===== config.mk =====
export PLATFORM = sky130hd
export DESIGN_NAME = audio_codec_cfg_seq_flat
export DESIGN_NICKNAME = d
export VERILOG_FILES = /design/src/rtl/audio_codec_cfg_seq_if.sv /design/src/rtl/audio_codec_cfg_seq.sv /design/src/flat_wrapper.sv
export SDC_FILE = /design/constraint.sdc
export NUM_CORES = 1
export LEC_CHECK = 0
export ABC_AREA = 1
export CAP_MARGIN = 0
export CORE_MARGIN = 1.5
export CORE_UTILIZATION = 55
export CTS_CLUSTER_DIAMETER = 60
export DETAILED_ROUTE_END_ITERATION = 10
export GPL_TIMING_DRIVEN = 0
export PLACE_DENSITY_LB_ADDON = 0.05
export SETUP_SLACK_MARGIN = 0.4
export SYNTH_ARGS = -nofsm -noshare
export SYNTH_HDL_FRONTEND = slang
export SYNTH_SLANG_ARGS = --single-unit

===== constraint.sdc =====
create_clock -name i_sys_clk -period 2.61 [get_ports i_sys_clk]
set_input_delay 0.522 -clock i_sys_clk [delete_from_list [all_inputs] [get_ports i_sys_clk]]
set_output_delay 0.522 -clock i_sys_clk [all_outputs]
set_load 0.05 [all_outputs]

===== src/rtl/audio_codec_cfg_seq_if.sv =====
// audio_codec_cfg_seq_if
//   Bundles the I2C_Command engine bus and the runtime register-write
//   requester port of the audio codec configuration sequencer.
//   master : sequencer side (drives engine command, usr_ack)
//   slave  : engine/requester side (drives free, usr_req/reg/data)
//
//   i2c_slave_addr [7:0]  codec address byte to engine
//   i2c_register   [7:0]  register byte to engine
//   i2c_data       [7:0]  data byte to engine
//   i2c_enable            one-cycle start-of-write pulse to engine
//   i2c_free              engine idle flag (high = bus idle)
//   usr_req               runtime write request, level until usr_ack
//   usr_reg        [7:0]  runtime register byte
//   usr_data       [7:0]  runtime data byte
//   usr_ack               one-cycle completion pulse for the runtime write
interface audio_codec_cfg_seq_if;
  logic [7:0] i2c_slave_addr;
  logic [7:0] i2c_register;
  logic [7:0] i2c_data;
  logic       i2c_enable;
  logic       i2c_free;
  logic       usr_req;
  logic [7:0] usr_reg;
  logic [7:0] usr_data;
  logic       usr_ack;

  modport master (
    output i2c_slave_addr, i2c_register, i2c_data, i2c_enable, usr_ack,
    input  i2c_free, usr_req, usr_reg, usr_data
  );

  modport slave (
    input  i2c_slave_addr, i2c_register, i2c_data, i2c_enable, usr_ack,
    output i2c_free, usr_req, usr_reg, usr_data
  );
endinterface


===== src/rtl/audio_codec_cfg_seq.sv =====
// audio_codec_cfg_seq
//   Owns the audio-path I2C_Command engine. After reset or a start pulse it
//   waits for codec power to settle, then writes a fixed table of codec
//   registers, one engine write per entry paced on the engine free flag.
//   Once the table is done it serves a single runtime write requester.
//
//   i_sys_clk         system clock
//   i_reset           synchronous, active-high reset
//   i_start           one-cycle pulse, restarts table from entry 0 (ignored while busy)
//   bus (master)      engine command bus and runtime requester handshake
//   o_busy            high in any state except IDLE, DONE, ERROR
//   o_done            high in DONE
//   o_error           high in ERROR (sticky until start)
//   o_entry_idx [3:0] current table index
//
//   state      | meaning
//   -----------+-------------------------------------------------------
//   IDLE       | safe landing for illegal encodings, waits for start
//   PWR_WAIT   | codec power-settle delay before the first write
//   LOAD       | latch register/data, hold until engine is free
//   ISSUE      | one-cycle enable pulse to the engine
//   WAIT_BUSY  | wait for engine to accept (free low), ack timeout
//   WAIT_FREE  | wait for transfer end (free high), transfer timeout
//   GAP        | idle spacing before next write / completion
//   DONE       | table complete, serves runtime writes
//   ERROR      | engine timeout, sticky until start
module audio_codec_cfg_seq #(
  parameter logic [7:0] SLAVE_ADDR   = 8'h35,
  parameter int         NUM_ENTRIES  = 6,
  parameter int         STARTUP_DLY  = 1000,
  parameter int         ACK_TIMEOUT  = 16,
  parameter int         XFER_TIMEOUT = 65535,
  parameter int         GAP_CYCLES   = 8
) (
  input  logic                 i_sys_clk,
  input  logic                 i_reset,
  input  logic                 i_start,
  audio_codec_cfg_seq_if.master bus,
  output logic                 o_busy,
  output logic                 o_done,
  output logic                 o_error,
  output logic [3:0]           o_entry_idx
);

  localparam int MAX_AB = (STARTUP_DLY > ACK_TIMEOUT) ? STARTUP_DLY : ACK_TIMEOUT;
  localparam int MAX_CD = (XFER_TIMEOUT > GAP_CYCLES) ? XFER_TIMEOUT : GAP_CYCLES;
  localparam int MAX_T  = (MAX_AB > MAX_CD) ? MAX_AB : MAX_CD;
  localparam int CNT_W  = (MAX_T > 1) ? $clog2(MAX_T) : 1;

  // The enable cycle itself counts toward the ack timeout, so WAIT_BUSY
  // gives up one count earlier than the other waits.
  localparam logic [CNT_W-1:0] C_PWR_LAST  = CNT_W'(STARTUP_DLY - 1);
  localparam logic [CNT_W-1:0] C_ACK_LAST  = CNT_W'((ACK_TIMEOUT >= 2) ? ACK_TIMEOUT - 2 : 0);
  localparam logic [CNT_W-1:0] C_XFER_LAST = CNT_W'(XFER_TIMEOUT - 1);
  localparam logic [CNT_W-1:0] C_GAP_LAST  = CNT_W'(GAP_CYCLES - 1);
  localparam logic [3:0]       C_IDX_LAST  = 4'(NUM_ENTRIES - 1);

  typedef enum logic [3:0] {
    S_IDLE, S_PWR_WAIT, S_LOAD, S_ISSUE, S_WAIT_BUSY,
    S_WAIT_FREE, S_GAP, S_DONE, S_ERROR
  } state_t;

  state_t           r_state;
  state_t           w_state_nxt;
  logic [CNT_W-1:0] r_cnt;
  logic [3:0]       r_idx;
  logic [3:0]       w_idx_nxt;
  logic             r_user;
  logic             w_user_nxt;
  logic [7:0]       r_reg;
  logic [7:0]       r_data;
  logic             w_load;
  logic             w_enable;
  logic             w_ack;
  logic             w_cnt_clr;
  logic [15:0]      w_rom;

  function automatic logic [15:0] f_rom(input logic [3:0] idx);
    case (idx)
      4'd0:    f_rom = {8'h1E, 8'h00};
      4'd1:    f_rom = {8'h0C, 8'h00};
      4'd2:    f_rom = {8'h0E, 8'h0A};
      4'd3:    f_rom = {8'h10, 8'h00};
      4'd4:    f_rom = {8'h0A, 8'h00};
      4'd5:    f_rom = {8'h12, 8'h01};
      default: f_rom = 16'h0000;
    endcase
  endfunction

  assign w_rom = f_rom(r_idx);

  always_comb begin
    w_state_nxt = r_state;
    w_idx_nxt   = r_idx;
    w_user_nxt  = r_user;
    w_load      = 1'b0;
    w_enable    = 1'b0;
    w_ack       = 1'b0;
    case (r_state)
      S_IDLE: begin
        if (i_start) begin
          w_idx_nxt   = 4'd0;
          w_user_nxt  = 1'b0;
          w_state_nxt = S_PWR_WAIT;
        end
      end
      S_PWR_WAIT: begin
        if (r_cnt >= C_PWR_LAST) w_state_nxt = S_LOAD;
      end
      S_LOAD: begin
        w_load = 1'b1;
        if (bus.i2c_free) w_state_nxt = S_ISSUE;
      end
      S_ISSUE: begin
        w_enable    = 1'b1;
        w_state_nxt = S_WAIT_BUSY;
      end
      S_WAIT_BUSY: begin
        if (!bus.i2c_free)           w_state_nxt = S_WAIT_FREE;
        else if (r_cnt >= C_ACK_LAST) w_state_nxt = S_ERROR;
      end
      S_WAIT_FREE: begin
        if (bus.i2c_free)              w_state_nxt = S_GAP;
        else if (r_cnt >= C_XFER_LAST) w_state_nxt = S_ERROR;
      end
      S_GAP: begin
        if (r_cnt >= C_GAP_LAST) begin
          if (r_user) begin
            w_ack       = 1'b1;
            w_user_nxt  = 1'b0;
            w_state_nxt = S_DONE;
          end else if (r_idx < C_IDX_LAST) begin
            w_idx_nxt   = r_idx + 4'd1;
            w_state_nxt = S_LOAD;
          end else begin
            w_state_nxt = S_DONE;
          end
        end
      end
      S_DONE: begin
        // start outranks a simultaneous request; the request stays pending
        if (i_start) begin
          w_idx_nxt   = 4'd0;
          w_state_nxt = S_PWR_WAIT;
        end else if (bus.usr_req) begin
          w_user_nxt  = 1'b1;
          w_state_nxt = S_LOAD;
        end
      end
      S_ERROR: begin
        if (i_start) begin
          w_idx_nxt   = 4'd0;
          w_user_nxt  = 1'b0;
          w_state_nxt = S_PWR_WAIT;
        end
      end
      default: w_state_nxt = S_IDLE;
    endcase
  end

  // Every state entry restarts the shared cycle counter.
  assign w_cnt_clr = (w_state_nxt != r_state);

  always_ff @(posedge i_sys_clk) begin
    if (i_reset) begin
      r_state <= S_PWR_WAIT;
      r_cnt   <= '0;
      r_idx   <= 4'd0;
      r_user  <= 1'b0;
      r_reg   <= 8'h00;
      r_data  <= 8'h00;
    end else begin
      r_state <= w_state_nxt;
      r_idx   <= w_idx_nxt;
      r_user  <= w_user_nxt;
      if (w_cnt_clr)        r_cnt <= '0;
      else if (r_cnt != '1) r_cnt <= r_cnt + CNT_W'(1);
      if (w_load) begin
        r_reg  <= r_user ? bus.usr_reg  : w_rom[15:8];
        r_data <= r_user ? bus.usr_data : w_rom[7:0];
      end
    end
  end

  assign bus.i2c_slave_addr = SLAVE_ADDR;
  assign bus.i2c_register   = r_reg;
  assign bus.i2c_data       = r_data;
  assign bus.i2c_enable     = w_enable;
  assign bus.usr_ack        = w_ack;
  assign o_busy      = !((r_state == S_IDLE) || (r_state == S_DONE) || (r_state == S_ERROR));
  assign o_done      = (r_state == S_DONE);
  assign o_error     = (r_state == S_ERROR);
  assign o_entry_idx = r_idx;

endmodule


===== src/flat_wrapper.sv =====
// flat-port wrapper written by rule: the top's interface ports become plain ports
module audio_codec_cfg_seq_flat 
#(
  parameter logic [7:0] SLAVE_ADDR   = 8'h35,
  parameter int         NUM_ENTRIES  = 6,
  parameter int         STARTUP_DLY  = 1000,
  parameter int         ACK_TIMEOUT  = 16,
  parameter int         XFER_TIMEOUT = 65535,
  parameter int         GAP_CYCLES   = 8
)
  (i_sys_clk, i_reset, i_start, o_busy, o_done, o_error, o_entry_idx, bus_i2c_slave_addr, bus_i2c_register, bus_i2c_data, bus_i2c_enable, bus_usr_ack, bus_i2c_free, bus_usr_req, bus_usr_reg, bus_usr_data);
  audio_codec_cfg_seq_if bus_i ();
  input  logic i_sys_clk;
  input  logic i_reset;
  input  logic i_start;
  output logic o_busy;
  output logic o_done;
  output logic o_error;
  output logic [3:0] o_entry_idx;
  output wire logic [$bits(bus_i.i2c_slave_addr)-1:0] bus_i2c_slave_addr;
  output wire logic [$bits(bus_i.i2c_register)-1:0] bus_i2c_register;
  output wire logic [$bits(bus_i.i2c_data)-1:0] bus_i2c_data;
  output wire logic [$bits(bus_i.i2c_enable)-1:0] bus_i2c_enable;
  output wire logic [$bits(bus_i.usr_ack)-1:0] bus_usr_ack;
  input wire logic [$bits(bus_i.i2c_free)-1:0] bus_i2c_free;
  input wire logic [$bits(bus_i.usr_req)-1:0] bus_usr_req;
  input wire logic [$bits(bus_i.usr_reg)-1:0] bus_usr_reg;
  input wire logic [$bits(bus_i.usr_data)-1:0] bus_usr_data;
  assign bus_i2c_slave_addr = bus_i.i2c_slave_addr;
  assign bus_i2c_register = bus_i.i2c_register;
  assign bus_i2c_data = bus_i.i2c_data;
  assign bus_i2c_enable = bus_i.i2c_enable;
  assign bus_usr_ack = bus_i.usr_ack;
  assign bus_i.i2c_free = bus_i2c_free;
  assign bus_i.usr_req = bus_usr_req;
  assign bus_i.usr_reg = bus_usr_reg;
  assign bus_i.usr_data = bus_usr_data;
  audio_codec_cfg_seq #(.SLAVE_ADDR(SLAVE_ADDR), .NUM_ENTRIES(NUM_ENTRIES), .STARTUP_DLY(STARTUP_DLY), .ACK_TIMEOUT(ACK_TIMEOUT), .XFER_TIMEOUT(XFER_TIMEOUT), .GAP_CYCLES(GAP_CYCLES)) u_core (.i_sys_clk(i_sys_clk), .i_reset(i_reset), .i_start(i_start), .bus(bus_i), .o_busy(o_busy), .o_done(o_done), .o_error(o_error), .o_entry_idx(o_entry_idx));
endmodule

==> summary.md <==
| Metric | Value |
|---|---|
| Remaining DRCs | 0 |
| Max stage delay on crit path | approximately 0.4 ns |
| Clock latency on the worst-skew pair | 0.30 ns |
| Chip Width | 70.50 um |
| Worst slew margin | 64.19% |
| First DRT Iteration DRCs | approximately 160 |
| DR top layer | met4 |
| H-Tree Depth | 2 |
| Status | finished clean |
| DRT met1 WL | 2.643 mm |
| Hold Path Class | flip-flop to flip-flop |
| Synth Instances | approximately 350 |
| CTS tree | yes |
| Fin crit share | around four fifths |
| Max Fclk | 0.4703 GHz |
| Vias in the first global route | 2219 |
| Setup violations, final | 0 |
| Skew final | 0.003110 ns |
| Leakage | 1.278 nW |
| Final Power | 1.282 mW |
| Site Rows | 24 |
| Post-CTS Setup Bufs | 0 |
| Num CTS Buffers | 5 |
| CP Data Arrival Time | ~1.6 ns |
| Total GRT Usage | 24.33% |
| Main synth FF type | dfxtp_1 |
| Finished Layout Cells | about 460 |
| Die ar. | about 5000 um2 |
| Met2 wire len | between 2 and 3 mm |
| PnR worst setup slack | 0.4839 ns |
| Sequential area share after synthesis | 32.75% |
| Maximum vdd drop | 0.2749 mV |
| Post-placement worst setup slack | 0.1303 ns |
| Design area | roughly 3200 um2 |
| Top cell by count, worst path | nand2_1 |
| Setup_tns | 0 ns |
| Kind of critical path | flip-flop to primary output |
| Synthesized area per cell | between 7 and 8 um2 |
| Least-Margin Pin Slew | approximately 0.54 ns |
| Layout area overhead | 26.36% |
| Via density | 5.259 |
| Grt ovf | 0 |
| Final WL | 5.705 mm |
| Worst setup SP type | flip-flop |
| Crit-path slowest cell | dfxtp_2 |
| Post-synth EDFFs | 0 |
| Clock sinks | 41 |
| Initial antenna violation count | 0 |
| Initial Util | a little under three fifths |
| PwrDens | 404.7 nW/um2 |
| Cell accounting for the most synthesized area | dfxtp_1 |
| Layout cells sized above 1 | 16.06% |
| Core footprint | 4384 um2 |
| Max Slew Vio Count | 0 |
| Clock Tree Buf Depth | 2 |
| Worst path required time | ~2.1 ns |
| Endpoint class of the critical path | primary output |
| Placed insts | 455 |
| Final #Nets | 438 |
| Pin count of the biggest net entering global routing | 14 |
| Max cap viols | 0 |
| HPWL Detailed | 4.268 mm |
| Yosys warning total | 0 |
| RSZ-0062 raised after global routing | yes |
| Router iterations before antenna repair | 5 |
| Yosys top cell area share | 32.75% |
| Most frequent cell after synthesis | nand2_1 |
| Reg clk slew, reported paths | about 0.08 ns |
| Crit Path Max Fanout | 7 |
| Bufs and invs on worst path | 1 |
| Number of I/O pins | 54 |
| Routed wl met3 | 394 um |
| Ys async rst share | 0% |
| Root Driver | clkbuf_8 |
| Post-Place Cell Area | roughly 3000 um2 |
| Post-Syn Area | 2506 um2 |
| Vias | 2435 |
| Routed WL per cell | 12.32 um |
| Seq cells post-synth | just over 40 |
| Post-synth top cells | 57 x nand2_1, 45 x nor2_1, 41 x dfxtp_1 |
| Global-route wire length before repair | 9.680 mm |
| Finished Core Util | just over 70% |
| Cell Chain, Critical Path | ha_1 > nand2_1 > nand2_1 > nor2_2 > a211oi_2 > clkbuf_4 |
| Worst hold margin | 0.4678 ns |
| Final Hold Viols | 0 |
| Worst path top cell family by delay | flip-flops |
| Count of cell types in the netlist | 34 |
| Number of buffer cells added on primary ports | 45 |
| Synth top area cells | dfxtp_1 33%, nand2_1 8.5%, nor2_1 6.7% |
| Fill cells | between 300 and 400 |
| Diodes inserted | 0 |
| Global placement routability congestion | 0.8972 |
| Fin crit period | 2.126 ns |
| Detail Route Antenna Nets | 0 |
| Chip Height | 70.50 um |
area by class of cell:
class                   count  area [um2]  area share, %
repair buffers             45       440.4          13.91
clock buffers               6       82.58          2.608
multi-input cells         263        1468          46.35
inverters                  38       142.6          4.504
well taps                  52       65.06          2.055
plain buffers              16       106.4          3.358
flip-flops and latches     41       824.5          26.04
clock inverters             2       37.54          1.185
cells by family after synthesis:
kind of cell	Yosys count	synth area share (%)
compound gates	55	12.18
xor+xnor	15	5.542
fa+ha+maj	7	3.495
buf+inv	54	9.885
flops	41	32.75
other cells	2	0.2997
simple gates	178	35.85
registers in the layout (all words and copies together) (netlist names):
signal and cells:
u_core.r_state 4, u_core.r_user 1, u_core.o_entry_idx 4, u_core.bus.i2c_register 8
u_core.bus.i2c_data 8, u_core.r_cnt 16
power by group:
group	switching, mW	leakage [nW]	internal [mW]	total (mW)
sequential	0.00671	0.332	0.630	0.636
combinational	0.0565	0.889	0.0477	0.104
clock	0.230	0.0574	0.311	0.541
total	0.293	1.28	0.988	1.28
worst reg2reg max path: cells and delay by family (launching register included):
family	cells	cell delay (ns)
AND/OR/NAND/NOR	9	1.09
flip-flops	1	0.35
adder cells (fa/ha/maj)	1	0.22
buffers and inverters	1	0.18
timing repair:
action                                  4_1_cts  5_1_grt
endpoints found under the setup margin        5       13
hold buffers                                  0        0
resized for setup                             9       12
routing by layer:
metal / vias up / GRT usage [%]
met5: - / 0
met4: 0 / 8.761
met3: 11 / 7.359
met2: 80 / 39.10
met1: 1081 / 30.90
li1: 1263 / -
cell usage in the layout, fill, tap and decap left out, types with 2 or more instances in the layout:
master            n
nand3b_1          2
o21ai_0          12
o31ai_1           2
o2111ai_1         2
xnor2_1           5
nor3_2           10
nor2_2            5
xor2_1            9
dfxtp_2           3
clkbuf_1          5
ha_1              7
dlygate4sd2_1     2
buf_6             2
nor2_1           44
dfxtp_1          38
o22ai_1           2
nand4_1          11
o21ai_1           3
nand2_1          57
nand3_2           2
inv_2             6
a211oi_1          2
inv_1            31
buf_4             8
clkdlybuf4s50_1  40
conb_1            8
nor2_4            4
a21oi_1          28
clkbuf_8          6
nor3_1           10
nand2_2          11
nand3_1          21
worst paths after layout:
check                          from  slack [ns]  depth (start not counted)                     end
max                 u_core.r_cnt[1]        0.48                          6             bus_usr_ack
min          u_core.bus.i2c_data[6]        0.47                          2  u_core.bus.i2c_data[6]
max reg2reg         u_core.r_cnt[0]        0.69                         11         u_core.r_cnt[1]
min reg2reg  u_core.bus.i2c_data[6]        0.47                          2  u_core.bus.i2c_data[6]
No activity file was read; power rests on OpenSTA's default activity.
